`config.mk`:
```
export PLATFORM = sky130hd
export DESIGN_NAME = i2s_fifo
export DESIGN_NICKNAME = d
export VERILOG_FILES = /design/src/rtl/i2s_pkg.sv /design/src/rtl/i2s_fifo_mem.sv /design/src/rtl/i2s_fifo.sv
export SDC_FILE = /design/constraint.sdc
export NUM_CORES = 1
export LEC_CHECK = 0
export ABC_AREA = 1
export CAP_MARGIN = 20
export CORE_MARGIN = 2
export CORE_UTILIZATION = 59
export CTS_CLUSTER_DIAMETER = 80
export CTS_CLUSTER_SIZE = 16
export DETAILED_ROUTE_END_ITERATION = 12
export GPL_TIMING_DRIVEN = 0
export MAX_ROUTING_LAYER = met4
export PLACE_DENSITY = 0.86
export SLEW_MARGIN = 20
export SYNTH_ARGS = -nofsm -noshare
export SYNTH_HDL_FRONTEND = slang
export SYNTH_SLANG_ARGS = --single-unit
```
`constraint.sdc`:
```
create_clock -name pclk -period 4.3 [get_ports pclk]
set_clock_uncertainty 0.05 [all_clocks]
set_input_delay 0.86 -clock pclk [delete_from_list [all_inputs] [get_ports pclk]]
set_output_delay 0.86 -clock pclk [all_outputs]
set_load 0.1 [all_outputs]
```
`src/rtl/i2s_pkg.sv`:
```
// Shared I2S definitions: data width, default FIFO depth and the FIFO status
// record reported to the register file.
package i2s_pkg;

  localparam int I2S_DATA_W     = 32;
  localparam int I2S_FIFO_DEPTH = 8;

  typedef struct packed {
    logic full;
    logic empty;
    logic almost_full;
    logic almost_empty;
    logic overrun;
    logic underrun;
  } i2s_fifo_status_t;

  function automatic i2s_fifo_status_t pack_status(
    input logic full_i,
    input logic empty_i,
    input logic almost_full_i,
    input logic almost_empty_i,
    input logic overrun_i,
    input logic underrun_i
  );
    i2s_fifo_status_t s;
    s.full         = full_i;
    s.empty        = empty_i;
    s.almost_full  = almost_full_i;
    s.almost_empty = almost_empty_i;
    s.overrun      = overrun_i;
    s.underrun     = underrun_i;
    return s;
  endfunction

endpackage

```
`src/rtl/i2s_fifo_mem.sv`:
```
// DEPTH x WIDTH sample storage: one write port and one registered read port.
// The array itself is not reset; only the read register is.
module i2s_fifo_mem
  import i2s_pkg::*;
#(
  parameter int DEPTH = I2S_FIFO_DEPTH,
  parameter int WIDTH = I2S_DATA_W,
  parameter int AW    = $clog2(DEPTH)
) (
  input  logic             clk_i,
  input  logic             rst_i,
  input  logic             we_i,
  input  logic [AW-1:0]    waddr_i,
  input  logic [WIDTH-1:0] wdata_i,
  input  logic             re_i,
  input  logic [AW-1:0]    raddr_i,
  output logic [WIDTH-1:0] rdata_o
);

  logic [WIDTH-1:0] mem_q [DEPTH];
  logic [WIDTH-1:0] rdata_q;

  // Storage write port
  always_ff @(posedge clk_i) begin
    if (we_i) begin
      mem_q[waddr_i] <= wdata_i;
    end
  end

  // Read register holds its value until the next accepted read
  always_ff @(posedge clk_i) begin
    if (rst_i) begin
      rdata_q <= {WIDTH{1'b0}};
    end else if (re_i) begin
      rdata_q <= mem_q[raddr_i];
    end
  end

  assign rdata_o = rdata_q;

endmodule

```
`src/rtl/i2s_fifo.sv`:
```
// Single-clock I2S sample FIFO with level, almost thresholds and error flags.
// Define I2S_FIFO_STICKY_EN to make overrun/underrun sticky until clr_flags.
module i2s_fifo
  import i2s_pkg::*;
#(
  parameter int DEPTH    = I2S_FIFO_DEPTH,
  parameter int WIDTH    = I2S_DATA_W,
  parameter int AF_LEVEL = DEPTH - 2,
  parameter int AE_LEVEL = 2
) (
  input  logic                     pclk,
  input  logic                     preset,
  input  logic                     wen,
  input  logic [WIDTH-1:0]         wdata,
  input  logic                     ren,
  output logic [WIDTH-1:0]         rdata,
  output logic                     full,
  output logic                     empty,
  output logic                     almost_full,
  output logic                     almost_empty,
  output logic [$clog2(DEPTH):0]   level,
  output logic                     overrun,
  output logic                     underrun,
  input  logic                     clr_flags
);

  localparam int AW = $clog2(DEPTH);
  localparam int LW = AW + 1;
  localparam logic [LW-1:0] DEPTH_L = LW'(DEPTH);
  localparam logic [LW-1:0] AF_L    = LW'(AF_LEVEL);
  localparam logic [LW-1:0] AE_L    = LW'(AE_LEVEL);

  logic [AW-1:0] wr_ptr_q, wr_ptr_d;
  logic [AW-1:0] rd_ptr_q, rd_ptr_d;
  logic [LW-1:0] level_q, level_d;
  logic          overrun_q, overrun_d;
  logic          underrun_q, underrun_d;
  logic          wr_acc_s, rd_acc_s;
  logic          ov_ev_s, un_ev_s;
  logic          mem_we_s, mem_re_s;
  i2s_fifo_status_t status_s;

  // Status decoded straight from the level register, no extra cycle
  always_comb begin
    status_s = pack_status(level_q == DEPTH_L,
                           level_q == {LW{1'b0}},
                           level_q >= AF_L,
                           level_q <= AE_L,
                           overrun_q,
                           underrun_q);
  end

  // Accept decisions and next-state for pointers, level and error flags
  always_comb begin
    wr_acc_s = wen && !status_s.full;
    rd_acc_s = ren && !status_s.empty;
    ov_ev_s  = wen && status_s.full;
    un_ev_s  = ren && status_s.empty;
    mem_we_s = wr_acc_s && !preset;
    mem_re_s = rd_acc_s && !preset;

    wr_ptr_d = wr_acc_s ? wr_ptr_q + AW'(1) : wr_ptr_q;
    rd_ptr_d = rd_acc_s ? rd_ptr_q + AW'(1) : rd_ptr_q;

    case ({wr_acc_s, rd_acc_s})
      2'b10:   level_d = level_q + LW'(1);
      2'b01:   level_d = level_q - LW'(1);
      default: level_d = level_q;
    endcase

`ifdef I2S_FIFO_STICKY_EN
    // A new error outranks a coincident clear
    overrun_d  = ov_ev_s || (overrun_q && !clr_flags);
    underrun_d = un_ev_s || (underrun_q && !clr_flags);
`else
    overrun_d  = ov_ev_s;
    underrun_d = un_ev_s;
`endif
  end

`ifndef I2S_FIFO_STICKY_EN
  logic unused_clr_flags_s;
  assign unused_clr_flags_s = clr_flags;
`endif

  // State registers; reset wins over any same-cycle request
  always_ff @(posedge pclk) begin
    if (preset) begin
      wr_ptr_q   <= {AW{1'b0}};
      rd_ptr_q   <= {AW{1'b0}};
      level_q    <= {LW{1'b0}};
      overrun_q  <= 1'b0;
      underrun_q <= 1'b0;
    end else begin
      wr_ptr_q   <= wr_ptr_d;
      rd_ptr_q   <= rd_ptr_d;
      level_q    <= level_d;
      overrun_q  <= overrun_d;
      underrun_q <= underrun_d;
    end
  end

  i2s_fifo_mem #(
    .DEPTH (DEPTH),
    .WIDTH (WIDTH),
    .AW    (AW)
  ) u_mem (
    .clk_i   (pclk),
    .rst_i   (preset),
    .we_i    (mem_we_s),
    .waddr_i (wr_ptr_q),
    .wdata_i (wdata),
    .re_i    (mem_re_s),
    .raddr_i (rd_ptr_q),
    .rdata_o (rdata)
  );

  assign full         = status_s.full;
  assign empty        = status_s.empty;
  assign almost_full  = status_s.almost_full;
  assign almost_empty = status_s.almost_empty;
  assign overrun      = status_s.overrun;
  assign underrun     = status_s.underrun;
  assign level        = level_q;

endmodule
```
; ---- After elaboration in Yosys (flattened, before gate mapping)
; Memories as Yosys holds them, arrays and structs flattened. A register that Yosys moved wholly into a read port is not among the register bits.
; Cells that the tools add are included.
[classes]
add_sub_neg = 4
order_cmp = 2
eq_ne = 3
mux = 3
reduce_logical = 11
[op_table]
columns = op, count
row1 = 4-bit case mux with 2 select lines, 1
row2 = 3-bit by 1-bit adder with 3-bit output (second input constant), 2
row3 = 1-bit logical AND, 6
row4 = 4-bit by 1-bit adder with 4-bit output (second input constant), 1
row5 = 4-bit equality test (second input constant), 1
row6 = 4-bit by 3-bit >= comparator with 1-bit output (second input constant), 1
row7 = 4-bit by 2-bit less-or-equal comparator with 1-bit output (second input constant), 1
row8 = 4-bit zero test, 1
row9 = 4-bit by 1-bit subtractor with 4-bit output (second input constant), 1
row10 = 1-bit zero test, 3
row11 = 2-bit by 1-bit equality test with 1-bit output (second input constant), 1
row12 = 2-bit equality test (second input constant), 1
row13 = 1-bit two-way mux, 2
row14 = 2-bit nonzero test, 1
[totals]
reg_bits = 12
ram_bits = 256
in_bits = 37
memories = 1
[mem_list]
columns = memory, depth, width, read_ports, rd_clocked_by_memory_dff, wr, line
row1 = u_mem.mem_q, 8, 32, 1, 1, 1, i2s_fifo_mem.sv:20  ; logic [WIDTH-1:0] mem_q [DEPTH];

; ---- Longest topological paths before layout
[logic_depth]
word_depth = 6
depth_mapped = 14
depth_no_buf = 14

; ---- Hierarchy
; Synthesis repeated with hierarchy kept, for this count alone.
[unflattened]
cells_unflattened = 1260
hier_area_um2 = 12677.2
[modules_own_cells]
columns = module, instances, cells_per_inst, area_each_um2, seq_area_each_um2
row1 = i2s_fifo_mem, 1, 1167, 11992.8, 8328.0
row2 = i2s_fifo, 1, 93, 684.4, 240.2

; ---- Least setup slack after synthesis
; No wires, ideal clock.
[synth_path]
path_type = reg-to-output
from = reg level_q[2] (netlist: level[2])
to = out almost_full
arrival_time_ps = 3330
slack_ps = 60
stages_incl_launch_ff = 3
n_path_buf = 0
cell_sequence = dfxtp_1 inv_1 o21ai_0
[synth_between]
elab_chain_cells = 1
[synth_lines]
columns = element, line
row1 = from (decl), i2s_fifo.sv:35  ; logic [LW-1:0] level_q, level_d;
row2 = from (signal assigned), i2s_fifo.sv:91  ; level_q <= {LW{1'b0}};
row3 = from (signal assigned), i2s_fifo.sv:97  ; level_q <= level_d;
row4 = 4-bit by 3-bit >= comparator with 1-bit output, i2s_fifo.sv:47  ; level_q >= AF_L,
row5 = to (decl), i2s_fifo.sv:19  ; output logic almost_full,
; No other way between the ends.

; ---- Worst setup path in the final report
[layout_path]
from = reg level_q[1] (netlist: level[1])
to = out full
[layout_between]
elab_chain_cells = 1
[layout_lines]
columns = element, line
row1 = 4-bit equality test, i2s_fifo.sv:45  ; status_s = pack_status(level_q == DEPTH_L,
row2 = to (decl), i2s_fifo.sv:17  ; output logic full,
; No other way between the ends.

==> flow_metrics.py <==
metrics = {
    "floorplan": {
        "rows": 53,
        "die_w_um": 149.6,
        "ios": 79,
        "fp.dieArea_um2": 22370,
        "start_util_pct": 59.84,
        "coreArea_um2": 20890,
        "fp.dieH_um": 149.6,
    },
    "timing": {
        "slew-limit-headroom_pct": 32.69,
        "tightest_slew_ns": 1.007,
        "min_period_ns": 3.380,
        "fmax_mhz": 295.8,
        "timing.hold.ws_ns": 0.4126,
        "maxSlewViolCount": 0,
        "period_share_pct": 78.61,
        "setup_viol": 0,
        "finalSetupTns_ns": 0,
        "final_hold_viol_count": 0,
        "rsz0062_at_grt": "false",
    },
    "power": {
        "p_leak_nw": 6.019,
        "power_density_nw_per_um2": 552.2,
        "ir_worst_vdd_mv": 0.3335,
        "power_mw": 8.036,
    },
    "cts": {
        "cts_buffer_depth": 3,
        "cts_resized": 0,
        "cts.sinks": 300,
        "hold_buffers": 0,
        "clock_latency_ns": 0.52,
        "ctsHtreeMaxLevel": 1,
        "clk_pin_slew_worst_paths_ns": 0.08,
        "cts_tree": "built",
        "post_cts_buffers": 0,
        "cts_buffers": 22,
        "cts.root.buffer_cell": "clkbuf_16",
    },
    "critical_path": {
        "cp-end-kind": "output port",
        "worstPathRequired_ns": 3.39,
        "crit_type": "flip-flop to output port",
        "cp_max_fo": 6,
        "critical_path_arrival_ns": 2.47,
        "startpoint_type": "flip-flop",
    },
    "finish": {
        "area_delta_synth_final_pct": 16.41,
        "final_cells": 1620,
        "drive_above_1_share_pct": 6.691,
        "nNetsFinal": 1371,
        "diodes": 0,
        "final_area_um2": 14550,
        "num-fill-cells": 1356,
    },
    "grt": {
        "grt_overflow": 0,
        "antenna_found_initial": 0,
        "grt_pass1_vias": 8673,
        "grt_max_degree": 20,
        "grt_usage_pct": 27.48,
        "grt_pass1_wl_mm": 45.33,
    },
    "detailed_routing": {
        "via_per_inst": 5.554,
        "drt_iter0_markers": 1421,
        "routed_wl_mm": 29.55,
        "ant_nets": 0,
        "firstDrtPassIters": 6,
        "vias": 8998,
        "route.detailed.drc": 0,
        "wl_per_cell_um": 18.24,
    },
    "yosys": {
        "synth_area_per_cell_um2": 10.24,
        "synth_top_area_share_pct": 61.50,
        "synth_cell_types": 21,
        "ys_warn_count": 0,
        "synth_nets": 1263,
        "netlist_area_um2": 12500,
        "syn_inst": 1221,
        "ys_ff_latch": 300,
        "ys_seq_area_share_pct": 68.54,
        "synth_area_leader_cell": "edfxtp_1",
        "synth_top_cells_by_area": "edfxtp_1 61%, nand2_1 11%, nand3_1 7.9%",
    },
    "placement": {
        "postPlaceCellArea_um2": 13890,
        "io_buffer_count": 76,
        "post-place-cells": 1580,
        "hpwl_mm": 19.12,
        "place_congestion": 0.8444,
    },
    "run": {
        "max_cap_viol_count": 0,
    },
    "status": {
        "status": "complete, no violations",
    },
    "hold_path": {
        "hp-class": "flip-flop to flip-flop",
    },
}
Yosys cell counts:
cell type,number
ha_1,5
o21ai_0,12
nor2_1,15
dfxtp_1,44
nand2_2,1
nand2_1,368
buf_4,11
xnor2_1,2
a21oi_1,41
and3_1,1
nand3_1,197
nand2_4,1
inv_1,214
nor2_4,1
nor3_1,1
buf_2,34
buf_1,2
inv_2,2
edfxtp_1,256
clkbuf_1,12
nor3b_1,1
through the flow:
stage	setup slack [ns]	utilization (%)
floorplan	0.06015	-
global placement	-0.5181	65.13
detailed placement	1.127	66.48
CTS	0.9276	69.66
global route	0.8002	69.66
finish	0.9198	69.66
layout make-up:
type | instances | area (um^2) | share of cell area [%]
sequential | 300 | 8568 | 58.88
clock buffer | 39 | 635.6 | 4.368
inverter | 216 | 810.8 | 5.572
timing repair buffer | 84 | 980.9 | 6.741
multi-input combinational | 646 | 2877 | 19.77
clock inverter | 1 | 30.03 | 0.2064
buffer | 59 | 305.3 | 2.098
tap | 275 | 344.1 | 2.365
cell families (layout without fill, tap and decap cells):
group           count (synthesis)  count (layout)  synth area share [%]
simple gates                  586             586                 19.77
flops                         300             300                 68.54
buf+inv                       275             399                 8.928
compound gates                 53              53                 2.122
fa+ha+maj                       5               5                0.5005
xor+xnor                        2               2                0.1402
worst max-delay path, stage by stage (launching register included):
cell and delay (ns):
dfxtp_1 0.37, nor2_1 0.20, nand3_1 0.15, inv_1 0.10, clkdlybuf4s50_1 1.13
path summary, 6_finish.rpt:
path                     from            endpoint  slack (ns)  cells past startpoint
max reg2reg          level[1]  u_mem.mem_q[0][26]        1.87                      7
min          u_mem.rdata_o[2]    u_mem.rdata_o[2]        0.41                      2
min reg2reg  u_mem.rdata_o[2]    u_mem.rdata_o[2]        0.41                      2
max                  level[1]                full        0.92                      4
per-layer routing:
metal / track usage (%) / wire [um]
met1: 34.34 / 10410
met2: 44.84 / 14740
met3: 3.872 / 3245
met4: 12.81 / 1158
met5: - / 0
report_power, final:
part / internal, mW / total, mW / switching [mW]
logic: 0.686 / 2.63 / 1.95
registers: 3.31 / 3.39 / 0.0775
clock network: 1.06 / 2.01 / 0.951
total: 5.06 / 8.04 / 2.98
placed cells by master, fill, tap and decap left out, types with 9 or more instances in the layout:
cell type and instances:
nand2_1 368, buf_4 11, o21ai_0 12, nand3_1 197
edfxtp_1 256, clkdlybuf4s50_1 76, inv_1 214, nor2_4 9
clkbuf_1 28, clkbuf_16 23, dfxtp_1 44, buf_2 34
a21oi_1 41
state kept, by name, summed over array words and instances, names as in the netlist:
| name | flops |
|---|---|
| u_mem.mem_q | 256 |
| u_mem.rdata_o | 32 |
| level | 4 |
| rd_ptr_q | 3 |
| wr_ptr_q | 3 |
| overrun | 1 |
| underrun | 1 |
Power figures use the tool's default switching activity.
==> patch, RTL diff (same flow settings) <==
Change the package constant `I2S_FIFO_DEPTH` from 8 to 16.
--- a/src/rtl/i2s_pkg.sv
+++ b/src/rtl/i2s_pkg.sv
@@ -3,7 +3,7 @@
 package i2s_pkg;
 
   localparam int I2S_DATA_W     = 32;
-  localparam int I2S_FIFO_DEPTH = 8;
+  localparam int I2S_FIFO_DEPTH = 16;
 
   typedef struct packed {
     logic full;
Interface: changed (resized level); port bits go from 79 to 80. The function was not compared with the original's and may differ.
==> patch against the unedited design <==
Final area increased by 77%. Hold slack gained 0.013 ns. Critical path type unchanged. Synthesized area grew 81%. Fmax decreased by 3.4%. Count of clock-buffer cells in the layout is 32 higher. Sequential cell count rose by 259. Power is 90% higher. Routed wire length increased by 120%. Setup slack got worse by 0.12 ns. Cell count is 64% higher. Largest cell class unchanged.
==> patch: results (changes against the unedited design) <==
| Metric | Value |
|---|---|
| Placed Cells | 2577 (+63%) |
| Unique masters post-synth | 28 (+33%) |
| Slew @ Worst Pin | 1.07 ns (+0.0617 ns) |
| Filler cell count | 2428 (+79%) |
| Register area share after synthesis | 72.0% (+3.5 points) |
| Post-Synthesis Net Count | 2018 (+60%) |
| Number of flip-flops in the largest register | 512 (+100%) |
| Worst reg2reg path depth | 9 (+2) |
| R2r endpoint | u_mem.mem_q[9][16]$_DFFE_PP_ |
| Total CTS buffers | 40 (+82%) |
| Number of synthesized flops with an enable pin | 512 (+100%) |
| PortBufs | 77 (+1.3%) |
| Global-route usage over all layers | 34.1% (+6.6 points) |
| Share of cells above drive strength 1 | 8.32% (+1.6 points) |
| Vias | 16698 (+86%) |
| Met3 Resource Use GR | 8.11% (+4.2 points) |
| Drt initial violations | 2445 (+72%) |
| Status | complete, no violations |
| Vias per cell | 6.30 (+13%) |
| Crit Path Max Fanout | 7 (+1) |
| Hold Startpoint | u_mem.rdata_o[8]$_SDFFE_PP0P_ |
| First-pass GRT wire length | 95900 µm (+110%) |
| Post-placement worst setup slack | 0.849 ns (-0.278 ns) |
| Cell Int Power | 9.35 mW (+85%) |
| Crit path DAT | 2.59 ns (+0.12 ns) |
| H-tree Lvls | 2 (+1) |
| Reg2Reg Setup Slack | 1.36 ns (-0.51 ns) |
-- patch: layout make-up --
class / count / share of cell area (%)
plain buffers: 117 / 2.92
flip-flops and latches: 559 / 63.3
clock inverters: 2 / 0.0680
well taps: 511 / 2.48
repair buffers: 94 / 4.58
clock buffers: 71 / 4.42
multi-input cells: 1258 / 21.6
inverters: 38 / 0.583
-- patch: logic make-up after synthesis --
logic type	Yosys count	share of synthesized area, %
flops	559	72.0
buf+inv	155	3.99
fa+ha+maj	9	0.497
simple gates	1222	22.8
xor+xnor	5	0.193
compound gates	22	0.525
-- patch: layer usage --
| metal | wire, µm | vias up |
|---|---|---|
| li1 | - | 7073 |
| met1 | 21700 | 7794 |
| met2 | 30100 | 1479 |
| met3 | 9330 | 352 |
| met4 | 3960 | 0 |
| met5 | 0 | - |
-- patch: power groups by stage --
stage	clock (mW)	sequential, mW	combinational, mW
floorplan	0	7.32	2.67
global placement	0	6.39	5.01
detailed placement	0	6.39	5.21
CTS	3.58	6.28	5.28
global route	3.77	6.30	5.71
finish	3.62	6.28	5.41
-- patch: stage by stage --
stage / setup TNS (ns) / total power, mW / util (%) / instance area, µm² / hold WS [ns]
after floorplan: 0 / 9.99 / - / 22700 / 0.422
after global placement: -432.71 / 11.4 / 63.8 / 24100 / 0.413
after detailed placement: 0 / 11.6 / 65.2 / 24600 / 0.413
after CTS: 0 / 15.1 / 68.2 / 25800 / 0.423
after global routing: 0 / 15.8 / 68.2 / 25800 / 0.446
final: 0 / 15.3 / 68.2 / 25800 / 0.426
-- patch: how the worst max path moves through the flow --
stage	to	slack, ns	depth (start not counted)
6_report	almost_empty	0.80	2
3_3_place_gp	u_mem.mem_q[4][19]$_DFFE_PP_	-0.91	7
5_1_grt	almost_empty	0.76	2
4_1_cts	almost_empty	0.79	2
2_1_floorplan	u_mem.mem_q[11][0]$_DFFE_PP_	0.55	8
3_5_place_dp	u_mem.mem_q[9][21]$_DFFE_PP_	0.85	8
-- patch: worst max-delay path, cell delays in order (launching register included) --
cell and delay [ns]:
dfxtp_1 0.42, a2111oi_2 0.40, clkdlybuf4s50_1 1.19
